===== config.mk =====
export PLATFORM = sky130hd
export DESIGN_NAME = redmule_x_prefetch_scheduler
export DESIGN_NICKNAME = d
export VERILOG_FILES = /design/src/rtl/redmule_pkg.sv /design/src/rtl/redmule_loop_counter.sv /design/src/rtl/redmule_x_prefetch_scheduler.sv
export SDC_FILE = /design/constraint.sdc
export NUM_CORES = 1
export LEC_CHECK = 0
export ABC_CLOCK_PERIOD_IN_PS = 4490
export CAP_MARGIN = 20
export CORE_ASPECT_RATIO = 0.9
export CORE_MARGIN = 5
export CORE_UTILIZATION = 32
export CTS_CLUSTER_SIZE = 8
export DETAILED_ROUTE_END_ITERATION = 8
export DONT_BUFFER_PORTS = 1
export PLACE_DENSITY = 0.52
export SKIP_CTS_REPAIR_TIMING = 1
export SLEW_MARGIN = 15
export SYNTH_ARGS = -nofsm -noshare
export SYNTH_HDL_FRONTEND = slang
export SYNTH_SLANG_ARGS = --single-unit

===== constraint.sdc =====
create_clock -name clk_i -period 4.49 [get_ports clk_i]
set_input_delay 0.6735 -clock clk_i [delete_from_list [all_inputs] [get_ports clk_i]]
set_output_delay 0.6735 -clock clk_i [all_outputs]
set_load 0.01 [all_outputs]

===== src/rtl/redmule_pkg.sv =====
// Shared types for the RedMulE X-operand prefetch scheduler.
// Config fields are held at a generous fixed width; each user slices
// them down to its own parameterised widths.
package redmule_pkg;

  localparam int unsigned XSCHED_MAX_OUTSTANDING = 2;

  localparam int unsigned XSCHED_CFG_ADDR_W = 64;
  localparam int unsigned XSCHED_CFG_ITER_W = 32;
  localparam int unsigned XSCHED_CFG_LEN_W  = 8;

  typedef enum logic [1:0] {
    IDLE  = 2'd0,
    ISSUE = 2'd1,
    DRAIN = 2'd2
  } xsched_state_e;

  typedef struct packed {
    logic [XSCHED_CFG_ADDR_W-1:0] x_addr;
    logic [XSCHED_CFG_ITER_W-1:0] cols_iters;
    logic [XSCHED_CFG_ITER_W-1:0] w_iters;
    logic [XSCHED_CFG_ITER_W-1:0] rows_iters;
    logic [XSCHED_CFG_ADDR_W-1:0] rows_offs;
    logic [XSCHED_CFG_LEN_W-1:0]  rows_lftovr;
  } xsched_cfg_t;

endpackage


===== src/rtl/redmule_loop_counter.sv =====
// One level of the X tile loop nest: an index counter that wraps at max_i
// plus a byte-offset accumulator that grows by step_i per advance and
// returns to zero on wrap. wrap_o feeds the enable of the next outer level.
module redmule_loop_counter #(
  parameter int unsigned IterW = 16,
  parameter int unsigned AddrW = 32
) (
  input  logic             clk_i,
  input  logic             rst_ni,
  input  logic             init_i,
  input  logic             en_i,
  input  logic [IterW-1:0] max_i,
  input  logic [AddrW-1:0] step_i,
  output logic [IterW-1:0] cnt_o,
  output logic [AddrW-1:0] offs_o,
  output logic             last_o,
  output logic             wrap_o
);

  logic [IterW-1:0] cnt_q, cnt_d;
  logic [AddrW-1:0] offs_q, offs_d;

  assign last_o = (cnt_q == max_i);
  assign wrap_o = en_i && last_o;
  assign cnt_o  = cnt_q;
  assign offs_o = offs_q;

  // Next index/offset: init beats advance; wrap returns both to zero.
  always_comb begin
    cnt_d  = cnt_q;
    offs_d = offs_q;
    if (init_i) begin
      cnt_d  = '0;
      offs_d = '0;
    end else if (en_i) begin
      if (last_o) begin
        cnt_d  = '0;
        offs_d = '0;
      end else begin
        cnt_d  = cnt_q + IterW'(1);
        offs_d = offs_q + step_i;
      end
    end
  end

  // Counter state registers.
  always_ff @(posedge clk_i or negedge rst_ni) begin
    if (!rst_ni) begin
      cnt_q  <= '0;
      offs_q <= '0;
    end else begin
      cnt_q  <= cnt_d;
      offs_q <= offs_d;
    end
  end

endmodule


===== src/rtl/redmule_x_prefetch_scheduler.sv =====
// RedMulE X-operand prefetch scheduler: issues one (base, length) request
// per X tile over a col (inner) / W pass / row (outer) loop nest, keeps at
// most MaxOutstanding loads in flight, and pulses done_o once all loads
// have completed. Optional stall counter: REDMULE_XSCHED_PERF_EN.
module redmule_x_prefetch_scheduler
  import redmule_pkg::*;
#(
  parameter int unsigned W              = 12,
  parameter int unsigned AddrW          = 32,
  parameter int unsigned IterW          = 16,
  parameter int unsigned MaxOutstanding = XSCHED_MAX_OUTSTANDING,
  parameter int unsigned JmpBytes       = 32
) (
  input  logic               clk_i,
  input  logic               rst_ni,
  input  logic               clear_i,
  input  logic               start_i,
  input  logic [AddrW-1:0]   cfg_x_addr_i,
  input  logic [IterW-1:0]   cfg_cols_iters_i,
  input  logic [IterW-1:0]   cfg_w_iters_i,
  input  logic [IterW-1:0]   cfg_rows_iters_i,
  input  logic [AddrW-1:0]   cfg_rows_offs_i,
  input  logic [$clog2(W):0] cfg_rows_lftovr_i,
  output logic               req_valid_o,
  input  logic               req_ready_i,
  output logic [AddrW-1:0]   req_base_addr_o,
  output logic [$clog2(W):0] req_tot_len_o,
  input  logic               load_done_i,
  output logic               busy_o,
  output logic               done_o,
  output logic [31:0]        stall_cycles_o
);

  localparam int unsigned LenW  = $clog2(W) + 1;
  localparam int unsigned InflW = $clog2(MaxOutstanding + 1);

  // A loop count of zero behaves as a single iteration.
  function automatic logic [IterW-1:0] iter_max(input logic [IterW-1:0] n);
    return (n == '0) ? '0 : n - IterW'(1);
  endfunction

  xsched_state_e    state_q, state_d;
  xsched_cfg_t      cfg_q, cfg_d;
  logic [InflW-1:0] inflight_q, inflight_d;
  logic             done_q, done_d;

  logic             start_go, cnt_init, accept, credit_ret;
  logic             col_last, col_wrap, w_last, w_wrap, row_last, row_wrap;
  logic [IterW-1:0] col_cnt, w_cnt, row_cnt;
  logic [AddrW-1:0] col_offs, w_offs, row_offs;
  logic [LenW-1:0]  lftovr;

  // Config bits above the parameterised widths, and the per-level indices,
  // are intentionally unobserved.
  logic unused_cfg;
  assign unused_cfg = ^{cfg_q, col_cnt, w_cnt, row_cnt, w_offs, row_wrap};

  assign start_go    = (state_q == IDLE) && start_i;
  assign cnt_init    = clear_i || start_go;
  assign req_valid_o = (state_q == ISSUE) && (inflight_q < InflW'(MaxOutstanding));
  assign accept      = req_valid_o && req_ready_i;
  assign credit_ret  = load_done_i && (inflight_q != '0);
  assign busy_o      = (state_q != IDLE);
  assign done_o      = done_q;
  assign lftovr      = cfg_q.rows_lftovr[LenW-1:0];

  assign req_base_addr_o = cfg_q.x_addr[AddrW-1:0] + row_offs + col_offs;
  assign req_tot_len_o   = ((state_q == ISSUE) && row_last && (lftovr != '0)) ? lftovr : LenW'(W);

  redmule_loop_counter #(.IterW(IterW), .AddrW(AddrW)) i_col_cnt (
    .clk_i, .rst_ni, .init_i(cnt_init), .en_i(accept),
    .max_i(iter_max(cfg_q.cols_iters[IterW-1:0])), .step_i(AddrW'(JmpBytes)),
    .cnt_o(col_cnt), .offs_o(col_offs), .last_o(col_last), .wrap_o(col_wrap)
  );

  redmule_loop_counter #(.IterW(IterW), .AddrW(AddrW)) i_w_cnt (
    .clk_i, .rst_ni, .init_i(cnt_init), .en_i(col_wrap),
    .max_i(iter_max(cfg_q.w_iters[IterW-1:0])), .step_i('0),
    .cnt_o(w_cnt), .offs_o(w_offs), .last_o(w_last), .wrap_o(w_wrap)
  );

  redmule_loop_counter #(.IterW(IterW), .AddrW(AddrW)) i_row_cnt (
    .clk_i, .rst_ni, .init_i(cnt_init), .en_i(w_wrap),
    .max_i(iter_max(cfg_q.rows_iters[IterW-1:0])), .step_i(cfg_q.rows_offs[AddrW-1:0]),
    .cnt_o(row_cnt), .offs_o(row_offs), .last_o(row_last), .wrap_o(row_wrap)
  );

  // Config capture on start; clear wipes it so the address output returns to 0.
  always_comb begin
    cfg_d = cfg_q;
    if (clear_i) begin
      cfg_d = '0;
    end else if (start_go) begin
      cfg_d.x_addr      = XSCHED_CFG_ADDR_W'(cfg_x_addr_i);
      cfg_d.cols_iters  = XSCHED_CFG_ITER_W'(cfg_cols_iters_i);
      cfg_d.w_iters     = XSCHED_CFG_ITER_W'(cfg_w_iters_i);
      cfg_d.rows_iters  = XSCHED_CFG_ITER_W'(cfg_rows_iters_i);
      cfg_d.rows_offs   = XSCHED_CFG_ADDR_W'(cfg_rows_offs_i);
      cfg_d.rows_lftovr = XSCHED_CFG_LEN_W'(cfg_rows_lftovr_i);
    end
  end

  // Next state, done pulse and credit tracking; clear overrides everything.
  always_comb begin
    state_d    = state_q;
    done_d     = 1'b0;
    inflight_d = inflight_q;
    case (state_q)
      IDLE:    if (start_i) state_d = ISSUE;
      ISSUE:   if (accept && col_last && w_last && row_last) state_d = DRAIN;
      DRAIN: begin
        if (inflight_q == '0) begin
          state_d = IDLE;
          done_d  = 1'b1;
        end
      end
      default: state_d = IDLE;
    endcase
    if (accept && !credit_ret) inflight_d = inflight_q + InflW'(1);
    else if (!accept && credit_ret) inflight_d = inflight_q - InflW'(1);
    if (clear_i) begin
      state_d    = IDLE;
      done_d     = 1'b0;
      inflight_d = '0;
    end
  end

  // Control and config registers.
  always_ff @(posedge clk_i or negedge rst_ni) begin
    if (!rst_ni) begin
      state_q    <= IDLE;
      cfg_q      <= '0;
      inflight_q <= '0;
      done_q     <= 1'b0;
    end else begin
      state_q    <= state_d;
      cfg_q      <= cfg_d;
      inflight_q <= inflight_d;
      done_q     <= done_d;
    end
  end

`ifdef REDMULE_XSCHED_PERF_EN
  logic [31:0] stall_q, stall_d;

  // Saturating count of ISSUE cycles that did not hand off a request.
  always_comb begin
    stall_d = stall_q;
    if (clear_i || start_i) stall_d = '0;
    else if ((state_q == ISSUE) && !accept && (stall_q != '1)) stall_d = stall_q + 32'd1;
  end

  // Stall counter register.
  always_ff @(posedge clk_i or negedge rst_ni) begin
    if (!rst_ni) stall_q <= '0;
    else         stall_q <= stall_d;
  end

  assign stall_cycles_o = stall_q;
`else
  assign stall_cycles_o = '0;
`endif

endmodule


* After elaboration in Yosys (flattened, before gate mapping)
Cells that the tools add are included.
Cells by class: add/sub/neg operators 12, magnitude comparators 1, eq/ne operators 8, muxes and demuxes 32, reductions and logical operators 28
Operators with widths (number):
- 200-bit two-way mux | 2
- 16-bit two-way mux | 12
- 32-bit two-way mux | 6
- 32-bit adder | 3
- 16-bit by 1-bit adder with 16-bit output, second input constant | 3
- 16-bit equality test | 3
- 16-bit zero test | 3
- 16-bit by 1-bit subtractor with 16-bit output, second input constant | 3
- 32-bit by 6-bit adder with 32-bit output, second input constant | 1
- 2-bit two-way mux | 7
- 2-bit nonzero test | 6
- 1-bit logical AND | 11
- 3-bit inequality test, second input constant | 2
- 2-bit one-hot mux with 3 select lines | 1
- 5-bit two-way mux | 1
- 5-bit nonzero test | 1
- 2-bit zero test | 2
- 1-bit two-way mux | 3
- 3-bit by 2-bit inequality test with 1-bit output, second input constant | 1
- 3-bit AND reduction | 1
- 3-bit nonzero test | 1
- 2-bit by 1-bit adder with 2-bit output, second input constant | 1
- 2-bit by 1-bit equality test with 1-bit output, second input constant | 1
- 2-bit equality test, second input constant | 1
- other kinds (4) | 5
Word-level totals: bits in registers 234, bits of input ports 123, output and inout bits 72, logic and storage cells 95

* Depth between registers and ports, before layout
depth after elaboration 9, mapped depth 16, gate-level depth less buffers 13

* By module
From an unflattened synthesis, not the netlist that was laid out.
Second synthesis, totals: cells, all modules 2029, area, all modules 18806.8 sq um
Modules (own cells, without submodules):
- redmule_x_prefetch_scheduler | instances 1, cells an instance 758, area each 7808.7 sq um, sequential area each 3052.9 sq um
- redmule_loop_counter (i_col_cnt ...) | instances 2, cells an instance 424, area each 3667.3 sq um, sequential area each 1201.2 sq um
- redmule_loop_counter (i_w_cnt) | instances 1, cells an instance 423, area each 3663.5 sq um, sequential area each 1201.2 sq um

* Worst setup path before layout
OpenSTA, ideal clock, no wires.
path kind flip-flop to output port, start register cfg_q[72] (netlist bit), end output port req_tot_len_o[0], arrival time 3341 ps, required time 3817 ps, path slack 476 ps, cell stages (with the launch flop) 12, path buffers 2, cells stage by stage dfrtp_1 inv_1 ha_1 or4b_2 buf_2 nor4b_4 buf_2 nor2_1 a2111oi_0 or4b_1 nor4b_2 and2_1
Between the ends: longest elaborated chain between the ends 6, elaborated cells between the ends (all ways) 7, those cells by class add/sub: 1; eq/ne: 1; mux: 2; reduce/logical: 3
RTL lines:
- from (decl) | RTL line redmule_x_prefetch_scheduler.sv:43 | xsched_cfg_t cfg_q, cfg_d;
- from (signal assigned) | RTL line redmule_x_prefetch_scheduler.sv:137 | cfg_q <= cfg_d;
- 16-bit by 1-bit subtractor with 16-bit output or 16-bit zero test (tied branches) | RTL line redmule_x_prefetch_scheduler.sv:39 | return (n == '0) ? '0 : n - IterW'(1);
- 16-bit two-way mux * | RTL line redmule_x_prefetch_scheduler.sv:39
- 16-bit equality test * | RTL line redmule_loop_counter.sv:23 | assign last_o = (cnt_q == max_i);
- 1-bit logical AND * (2 in series) | RTL line redmule_x_prefetch_scheduler.sv:68 | assign req_tot_len_o = ((state_q == ISSUE) && row_last && (lftovr != '0)) ? lftovr : LenW'(W);
- 5-bit two-way mux * | RTL line redmule_x_prefetch_scheduler.sv:68
- to (decl) | RTL line redmule_x_prefetch_scheduler.sv:27 | output logic [$clog2(W):0] req_tot_len_o,
Mark *: on every way between the ends. The rest lies on a longest branch, timed or not.

* Worst setup path in the final report
start register cfg_q[73] (netlist bit), end output port req_tot_len_o[1]
The elaborated chain is that of the path after synthesis.

==> results.yml <==
outcome:
  status: "finished with violations"
  failed_checks: "hold timing"
floorplan:
  rows: 79
  ios: 195
  die_h_um: 227
  start_util: 0.324
  die_w_um: 251
  coreArea_um2: 51700
  die_area_um2: 57000
synthesis:
  ys_ff_latch: 229
  synth_largest_area_cell: "dfrtp_1"
  synth_simple_gate_area_share: 0.227
  synth_compound_area_frac: 0.212
  synth.avg_cell_area_um2: 8.50
  yosysWarnings: 0
  ys_seq_area_frac: 0.342
  synth_cells: 1968
  synthXorXnorAreaFrac: 0.0551
  synth.most_common_cell: "nand2_1"
  synth_top_flop_cell: "dfrtp_1"
  synthAdderAreaFrac: 0.0881
  synth_edf_count: 0
  synth_top_family_by_area: "simple AND/OR/NAND/NOR gates"
  synth_top_area_frac: 0.342
  synth_commonest_cells: "nand2_1, dfrtp_1, a21oi_1, nor2_1, clkbuf_1"
  ys_async_sr_fraction: 1.00
  synth_area_um2: 16700
  ys_top_cells_by_area: "dfrtp_1, nand2_1, a21oi_1, ha_1, xnor2_1"
  synthMuxAreaShare: 0.0224
  synth_cell_type_count: 85
routing:
  wl_met3_um: 2220
  routed_wl_um: 48900
  wl_met1_um: 24100
  vias: 14308
  drc_errors: 0
  highest_layer: "met4"
  dr_wl_met2_um: 21600
  via_per_inst: 5.43
  drt_iter0_markers: 931
  firstDrtPassIters: 7
  post_drt_wl_per_cell_um: 18.6
  drtAntennaViolNets: 0
global_route:
  grt_pass1_vias: 13573
  grt.total_usage: 0.166
  grt_overflow: 0
  antenna_found_initial: 0
  grt_max_degree: 230
  grt_pass1_wl_um: 77200
clocking:
  clock_path_buffers: 3
  clock_sinks: 229
  htreeDepth: 2
  clockRootBuffer: "clkbuf_16"
  cts_buffers: 35
  path_clk_slew_ns: 0.05
  cts_tree: "yes"
  clock_latency_ns: 0.54
setup_path:
  cp_cell_sequence: "inv_2 > ha_4 > or4b_4 > nor4b_4 > buf_4 > or2_4 > nor2_4 > a21oi_2 > nand2_1 > or4b_4 > nor4b_2 > buf_4 > and2_4"
  critPathLaunchType: "register"
  rr_endpoint: "i_w_cnt.cnt_o[3]"
  r2r_start: "cfg_q[136]"
  r2r_cells: 12
  max_stage_delay_ns: 0.54
  rrSetupSlack_ns: 0.45
  path_max_fanout: 8
  crit_slowest_cell: "or4b_4"
  worstSetupEndpointType: "primary output"
  cp-startpoint: "cfg_q[73]"
  crit_type: "reg -> out"
  critPathRequiredTime_ns: 3.82
  worstPathArrival_ns: 3.80
timing:
  hold_slack_ns: -0.153
  finalClockSkew_ns: 0.0191
  maxSlewHeadroom: 0.323
  tightest_slew_ns: 1.01
  grt_setup_unrepaired: "yes"
  slew_violations: 0
  hold_viol: 229
  min_period_ns: 4.47
  timing.fmax_mhz: 224
  setup_viol: 0
  fin_crit_sh: 0.996
pwr:
  total_power_mw: 5.50
  p_leak_nw: 8.23
  power.density_nw_per_um2: 296
  vdd_drop_max_mv: 0.222
place:
  placed_area_um2: 17300
  gp_congestion: 0.830
  port_buffers: 0
  dp_hpwl_um: 34900
cells_and_area:
  area_growth_pct: 10.9
  fin_util: 0.359
  fill_cells: 5296
  drive_gt1_frac: 0.0807
  nets: 2162
  postLayoutCellArea_um2: 18600
  diodes: 0
hold_path:
  worstHoldPathType: "in -> async"
flow_run:
  maxCapViolations: 0
## flip-flops by register name, indices dropped and copies added (netlist names)
name and cells:
state_q 2, i_row_cnt.offs_o 32, i_col_cnt.offs_o 27, i_row_cnt.cnt_o 16
i_col_cnt.cnt_o 16, cfg_q 117, i_w_cnt.cnt_o 16, inflight_q 2
done_o 1
## cell type report
type	count	area [um2]	share of cell area
Multi-Input combinational cell	1584	10500	0.564
Clock inverter	3	62.6	0.00337
Clock buffer	41	908	0.0490
Tap cell	688	861	0.0464
Sequential cell	229	5730	0.309
Inverter	45	169	0.00910
Timing Repair Buffer	43	352	0.0190
## stage by stage
step	worst slack (ns)	setup TNS [ns]	std cells
after floorplan	0.476	0	1999
after global placement	0.412	0	2580
after detailed placement	0.189	0	2580
after CTS	-0.404	-2.62	2624
after global routing	-0.149	-0.648	2633
final	0.0196	0	2633
## worst max-delay path: cells and delay by family, from the launching register on
family | cells | cell delay [ns]
buffers and inverters | 3 | 0.45
AOI/OAI and AO/OA | 1 | 0.09
and+or+nand+nor | 8 | 2.16
adders and majority gates | 1 | 0.14
DFF | 1 | 0.41
## placed cells by master (no fill, tap or decap), types with 16 or more instances in the layout
cell         n
nor4_1      22
o21a_1      27
clkbuf_16   35
buf_4       40
xnor2_1     67
fa_1        27
conb_1      32
a21o_1      38
dfrtp_1    227
or3_1       24
inv_1       43
a22o_1      43
nand3_1     43
and3_1      48
nor2_1     102
nand2b_1    17
a21oi_1    218
o21ai_0     70
a31oi_1     16
xor2_1      26
nor3_1      43
ha_1        71
nand4_1     21
mux2i_1     33
nand2_1    335
## per-layer routing
metal  up-vias  global-route usage
li1       6933                   -
met1      6997               0.248
met2       310               0.254
met3        68              0.0290
met4         0              0.0368
met5         -                   0
## worst max path at each step
stage                  endpoint  slack [ns]  depth (start not counted)
2_1_floorplan  req_tot_len_o[0]        0.48                         11
3_3_place_gp   req_tot_len_o[4]        0.41                         10
3_5_place_dp   req_tot_len_o[1]        0.19                         10
4_1_cts        req_tot_len_o[1]       -0.40                         10
5_1_grt        req_tot_len_o[1]       -0.15                         13
6_report       req_tot_len_o[1]        0.02                         13
## logic make-up after synthesis
kind of cell | Yosys count
AND/OR/NAND/NOR | 768
AO/OA/AOI/OAI | 547
flip-flops | 229
buffers and inverters | 186
adder cells (fa/ha/maj) | 101
XOR/XNOR | 99
multiplexers | 37
other | 1
## where the power goes
part / total, mW / internal, mW / switching, mW
Combinational: 0.845 / 0.339 / 0.506
Sequential: 2.21 / 2.13 / 0.0820
Clock: 2.44 / 1.47 / 0.970
Total: 5.50 / 3.94 / 1.56
(Power assumes the default switching activity.)
